--- src/rtl/top_core.sv ---
// top_core: registered multi-function datapath (sum, xor accumulator, ALU, product, rotate, counter, parity).
// Optional macro TOP_PIPE_MUL_EN adds a second register stage on the product path.
module top_core (
   input  logic         clk,
   input  logic         rst_n,
   input  logic [260:0] in_flat,
   output logic [329:0] out_flat
);

   function automatic logic parity_261(input logic [260:0] v);
      return ^v;
   endfunction

   logic [63:0]  a_s;
   logic [63:0]  b_s;
   logic [63:0]  c_s;
   logic [31:0]  d_s;
   logic [31:0]  e_s;
   logic [4:0]   op_s;

   logic [64:0]  sum_s;
   logic [63:0]  alu_raw_s;
   logic [63:0]  alu_s;
   logic [63:0]  prod_s;
   logic [127:0] rot_dbl_s;
   logic [63:0]  rot_s;

   logic [64:0]  sum_r;
   logic [63:0]  acc_r;
   logic [63:0]  alu_r;
   logic [63:0]  prod_r;
   logic [63:0]  rot_r;
   logic [7:0]   cnt_r;
   logic         par_r;

   assign a_s  = in_flat[63:0];
   assign b_s  = in_flat[127:64];
   assign c_s  = in_flat[191:128];
   assign d_s  = in_flat[223:192];
   assign e_s  = in_flat[255:224];
   assign op_s = in_flat[260:256];

   assign sum_s  = {1'b0, a_s} + {1'b0, b_s};
   assign prod_s = {32'd0, d_s} * {32'd0, e_s};

   // Upper half of the doubled word shifted left is C rotated left by OP[4:0].
   assign rot_dbl_s = {c_s, c_s} << op_s;
   assign rot_s     = rot_dbl_s[127:64];

   // ALU function select with optional bitwise inversion from OP[3].
   always_comb begin
      alu_raw_s = 64'd0;
      alu_s     = 64'd0;
      case (op_s[2:0])
         3'd0:    alu_raw_s = a_s + b_s;
         3'd1:    alu_raw_s = a_s - b_s;
         3'd2:    alu_raw_s = a_s & b_s;
         3'd3:    alu_raw_s = a_s | b_s;
         3'd4:    alu_raw_s = a_s ^ b_s;
         3'd5:    alu_raw_s = a_s << b_s[5:0];
         3'd6:    alu_raw_s = a_s >> b_s[5:0];
         3'd7:    alu_raw_s = {63'd0, (a_s < b_s)};
         default: alu_raw_s = 64'd0;
      endcase
      if (op_s[3]) begin
         alu_s = ~alu_raw_s;
      end else begin
         alu_s = alu_raw_s;
      end
   end

   // Result registers for every field except the product.
   always_ff @(posedge clk or negedge rst_n) begin
      if (!rst_n) begin
         sum_r <= 65'd0;
         acc_r <= 64'd0;
         alu_r <= 64'd0;
         rot_r <= 64'd0;
         cnt_r <= 8'd0;
         par_r <= 1'b0;
      end else begin
         sum_r <= sum_s;
         acc_r <= acc_r ^ c_s;
         alu_r <= alu_s;
         rot_r <= rot_s;
         cnt_r <= cnt_r + 8'd1;
         par_r <= parity_261(in_flat);
      end
   end

`ifdef TOP_PIPE_MUL_EN
   logic [63:0] prod_stage_r;

   // Two-stage product path; the intermediate stage also clears on reset.
   always_ff @(posedge clk or negedge rst_n) begin
      if (!rst_n) begin
         prod_stage_r <= 64'd0;
         prod_r       <= 64'd0;
      end else begin
         prod_stage_r <= prod_s;
         prod_r       <= prod_stage_r;
      end
   end
`else
   // Single-stage product register.
   always_ff @(posedge clk or negedge rst_n) begin
      if (!rst_n) begin
         prod_r <= 64'd0;
      end else begin
         prod_r <= prod_s;
      end
   end
`endif

   assign out_flat = {par_r, cnt_r, rot_r, prod_r, alu_r, acc_r, sum_r};

endmodule

--- config.mk ---
export PLATFORM = sky130hd
export DESIGN_NAME = top_core
export DESIGN_NICKNAME = d
export VERILOG_FILES = /design/src/rtl/top_core.sv
export SDC_FILE = /design/constraint.sdc
export NUM_CORES = 2
export LEC_CHECK = 0
export BUFFER_PORTS_ARGS = -buffer_cell sky130_fd_sc_hd__buf_4
export CAP_MARGIN = 20
export CORE_UTILIZATION = 57
export DETAILED_ROUTE_END_ITERATION = 12
export PLACE_DENSITY = 0.8
export SLEW_MARGIN = 5
export SYNTH_ARGS = -nofsm -noshare
export SYNTH_HDL_FRONTEND = slang
export SYNTH_SLANG_ARGS = --single-unit
--- constraint.sdc ---
create_clock -name clk -period 1.12 [get_ports clk]
set_clock_uncertainty 0.15 [all_clocks]
set_input_delay 0.112 -clock clk [delete_from_list [all_inputs] [get_ports clk]]
set_output_delay 0.112 -clock clk [all_outputs]
set_load 0.005 [all_outputs]
==> reports/metrics.cfg, run 1 <==
[outcome]
outcome=stopped before the end
haltStage=global routing
tool.error=[ERROR GRT-0232] Routing congestion too high. Check the congestion heatmap in the GUI.

[synthesis]
synth_area_leaders=fa_1 26%, dfrtp_1 12%, ha_1 8.5%
synth_top_family_by_area=adder cells
synth.distinct_cells=104
synth_edf_count=0
yosysMostFrequentCell=inv_1
ys.warnings.count=0
synth-simple-area-share_pct=14.6
synthMuxAreaShare_pct=10.8
synthesis.nets=9193
synth_fa_ha_area_share_pct=34.9
synthFlopType=dfrtp_1
synth_top_cell_by_area=fa_1
synth_commonest_cells=1074 x inv_1, 898 x fa_1, 698 x nand2_1
synth_cells=7571
synthArstFlopShare_pct=100
synth-xor-area-share_pct=7.07
synth-seq-area-share_pct=12.1
syn_area_mm2=0.0681
yosysTopAreaCellShare_pct=26.4
synth_compound_area_share_pct=11.2
syn_area_per_cell_um2=8.99
ys_seq_elements=330

[cts]
cts-root-buf=clkbuf_16
clkSinkCount=330
numCtsBuffers=38
cts_buffer_depth=3
cts_max_level=2

[placement]
place_congestion=1.13
dpl.hpwl_mm=254
io_buffers=592
dp_cells=11100

[die]
num_rows=126
die_w_um=348
initial_utilization_pct=57.6
ios=593
die_y_um=348

[global_route]
gr-total-overflow=513
grtUsageTotal_pct=80.0
grt_max_degree=78

## layer usage
layer  GRT overflow  global-route usage (%)
met3             58                    67.5
met5              5                    49.6
met1             46                    82.1
met2            238                    93.7
met4            166                    72.6
## repair_timing
action | 4_1_cts
setup buffers | 57
hold endpoints to repair | 402
endpoints found under the setup margin | 588
hold buffers | 68
gates resized for setup | 452
pin swaps | 184
cloned | 6
## kinds of logic after synthesis
kind of cell / count (synthesis)
AOI/OAI and AO/OA: 1175
DFF: 330
buffers and inverters: 1621
xor gates and xnor gates: 548
adders and majority gates: 1359
muxes: 478
and+or+nand+nor: 2060
## metrics by stage
step,instance area [um^2],setup TNS (ns),setup slack (ns),utilization (%)
after floorplan,70500,-555.47,-5.85,-
after CTS,93500,-770.94,-5.69,79.1
after global placement,88900,-708.43,-6.66,75.2
after detailed placement,88900,-721.81,-6.78,75.2
==> run 2: changes to the inputs <==
CORE_UTILIZATION = 40   (was 57)
PLACE_DENSITY = default   (was 0.8)
PLACE_DENSITY_LB_ADDON = 0.15   (was default)
clock period = 1.46 ns   (was 1.12 ns; I/O delays follow)
==> reports/metrics.cfg, run 2 <==
[outcome]
outcome=finished, violations left
violations=setup timing

[routing]
via_per_inst=5.44
vias=66200
routed_wirelength_mm=311
post_drt_wl_per_cell_um=25.6
drtIter0Drc=5965
antenna_left=0
drt_pass1_iterations=7
drcViolationCount=0

[synthesis]
synth_commonest_cells=1074 x inv_1, 898 x fa_1, 698 x nand2_1
synth-seq-area-share_pct=12.1  ; unchanged
synth_edf_count=0  ; unchanged
yosysMostFrequentCell=inv_1
synth_top_cell_by_area=fa_1
syn_area_mm2=0.0681  ; unchanged
synth.distinct_cells=104  ; unchanged
synthesis.nets=9193  ; unchanged
syn_area_per_cell_um2=8.99  ; unchanged
ys.warnings.count=0  ; unchanged
yosysTopAreaCellShare_pct=26.4  ; unchanged
synth_area_leaders=fa_1 26%, dfrtp_1 12%, ha_1 8.5%
ys_seq_elements=330  ; unchanged
synth_cells=7571  ; unchanged
synthArstFlopShare_pct=100  ; unchanged
synthFlopType=dfrtp_1

[cts]
clkTransAtPathRegs_ns=0.06
cts_max_level=2  ; unchanged
numCtsBuffers=41  ; +7.9%
cts_tree=yes
clock_latency_ns=0.65
clkSinkCount=330  ; unchanged
cts_buffer_depth=3  ; unchanged
cts-root-buf=clkbuf_16

[timing]
setup_viol=483
fin_crit_sh_pct=476
drv_slew=0
min_period_ns=6.95
rsz0062_at_grt=true
tightest_slew_ns=1.17
setup_slack_ns=-5.49
finalSetupTns_ns=-461.38
max_freq_ghz=0.144
final_hold_viol_count=0
maxSlewHeadroom_pct=21.5

[global_route]
antenna_found_initial=21
grt_pass1_wl_mm=450
grtUsageTotal_pct=35.2
first_global_vias=67300
grt_max_degree=78
gr-total-overflow=0

[cells_and_area]
largest_reg_flops=65
top_register=sum_r
layout_commonest_cell=buf_4
layout-drive-gt1-share_pct=39.5
final_area_mm2=0.0990
syn_to_final_growth_pct=45.5
final_cell_mix=2420 x buf_4, 1002 x inv_1, 828 x fa_1
final_nets=11500

[die]
die_y_um=415  ; +19%
num_rows=151  ; +20%
die_w_um=415  ; +19%
initial_utilization_pct=40.2  ; -17 points
die_area_mm2=0.172
ios=593  ; unchanged
coreArea_mm2=0.169

[placement]
place_congestion=1.02  ; -9.6%
dpl.hpwl_mm=258  ; +1.6%
placed_area_mm2=0.0899  ; +1.1%
post-place-ws_ns=-6.64  ; +0.134 ns
io_buffers=592  ; unchanged

[setup_path]
cp-startpoint=in_flat[207]
endpoint_kind=flop
cp_data_arrival_time_ns=7.38
crit_type=in -> reg
timing.rr.start=cnt_r[0]$_DFF_PN0_
critPathLaunchType=primary input
path_max_fanout=6
critPathRequiredTime_ns=1.88

[hold_path]
hold_path.class=in -> reg
worstHoldStart=in_flat[9]

[job]
max_cap_viol_count=0

[run 2: cell counts after synthesis]
No cell type changed its count.
[run 2: stage by stage]
stage	hold slack (ns)	utilization [%]	std cells
2_1_floorplan	-0.300	-	7571
3_3_place_gp	-0.0778	53.1	11800
3_5_place_dp	-0.0822	53.1	11800
4_1_cts	0.00312	55.5	12000
5_1_grt	0.0399	58.5	12200
6_report	0.00724	58.5	12200
[run 2: final timing paths]
kind                                         to  slack [ns]  depth (start not counted)
max                        prod_r[60]$_DFF_PN0_       -5.49                         25
min                          sum_r[9]$_DFF_PN0_       0.007                          5
max reg2reg                  cnt_r[6]$_DFF_PN0_        0.13                          4
min reg2reg                 acc_r[54]$_DFF_PN0_        0.32                          1
max in group asynchronous   alu_r[61]$_DFF_PN0_       -0.12                          3
min in group asynchronous   sum_r[30]$_DFF_PN0_        0.02                          3
[run 2: layer usage]
layer	vias to the layer above	GRT usage, %	part of all wire (%)
li1	29300	-	-
met1	33600	49.0	42
met2	2720	55.8	46
met3	550	5.44	7.5
met4	12	11.5	4.1
met5	-	0	0.027
[run 2: final cells by class]
cell class / count / area [um^2]
multi-input combinational: 5620 / 58500
clock inverter: 22 / 334
fill: 15100 / 70200
tap: 2218 / 2780
clock buffer: 53 / 1160
timing repair buffer: 2818 / 23800
antenna: 6 / 15.0
inverter: 1091 / 4160
sequential: 330 / 8260
[run 2: worst max-delay path: stages]
cell       delay [ns]
buf_16           0.13
buf_12           0.14
clkbuf_16        0.15
and2_4           0.14
fa_1             0.55
inv_2            0.04
fa_1             0.55
inv_2            0.04
fa_2             0.54
fa_2             0.47
fa_1             0.53
fa_1             0.44
fa_1             0.53
fa_1             0.46
ha_1             0.31
nand4_1          0.19
inv_1            0.11
nand4_1          0.17
a21oi_4          0.26
o2111ai_4        0.22
a221oi_4         0.38
a211oi_4         0.11
or3b_4           0.43
o21ai_2          0.16
xor2_1           0.16
[run 2: logic make-up after synthesis]
group	Yosys count	synth area share [%]
and+or+nand+nor	2060	14.6
buffers and inverters	1621	9.22
adders and majority gates	1359	34.9
AOI/OAI and AO/OA	1175	11.2
xor gates and xnor gates	548	7.07
muxes	478	10.8
DFF	330	12.1
[run 2: timing repair]
item | 4_1_cts | 5_1_grt
endpoints found under the hold margin | 410 | 0
pin swaps | 134 | 353
gates cloned | 2 | 23
endpoints found under the setup margin | 576 | 581
buffers inserted | 28 | 145
hold buffers | 79 | 0
gates resized for setup | 322 | 766
Power of run 2 is left out: the tool's default activity adds up to more than one toggle a clock period on the data nets, which glitch-free logic cannot reach.
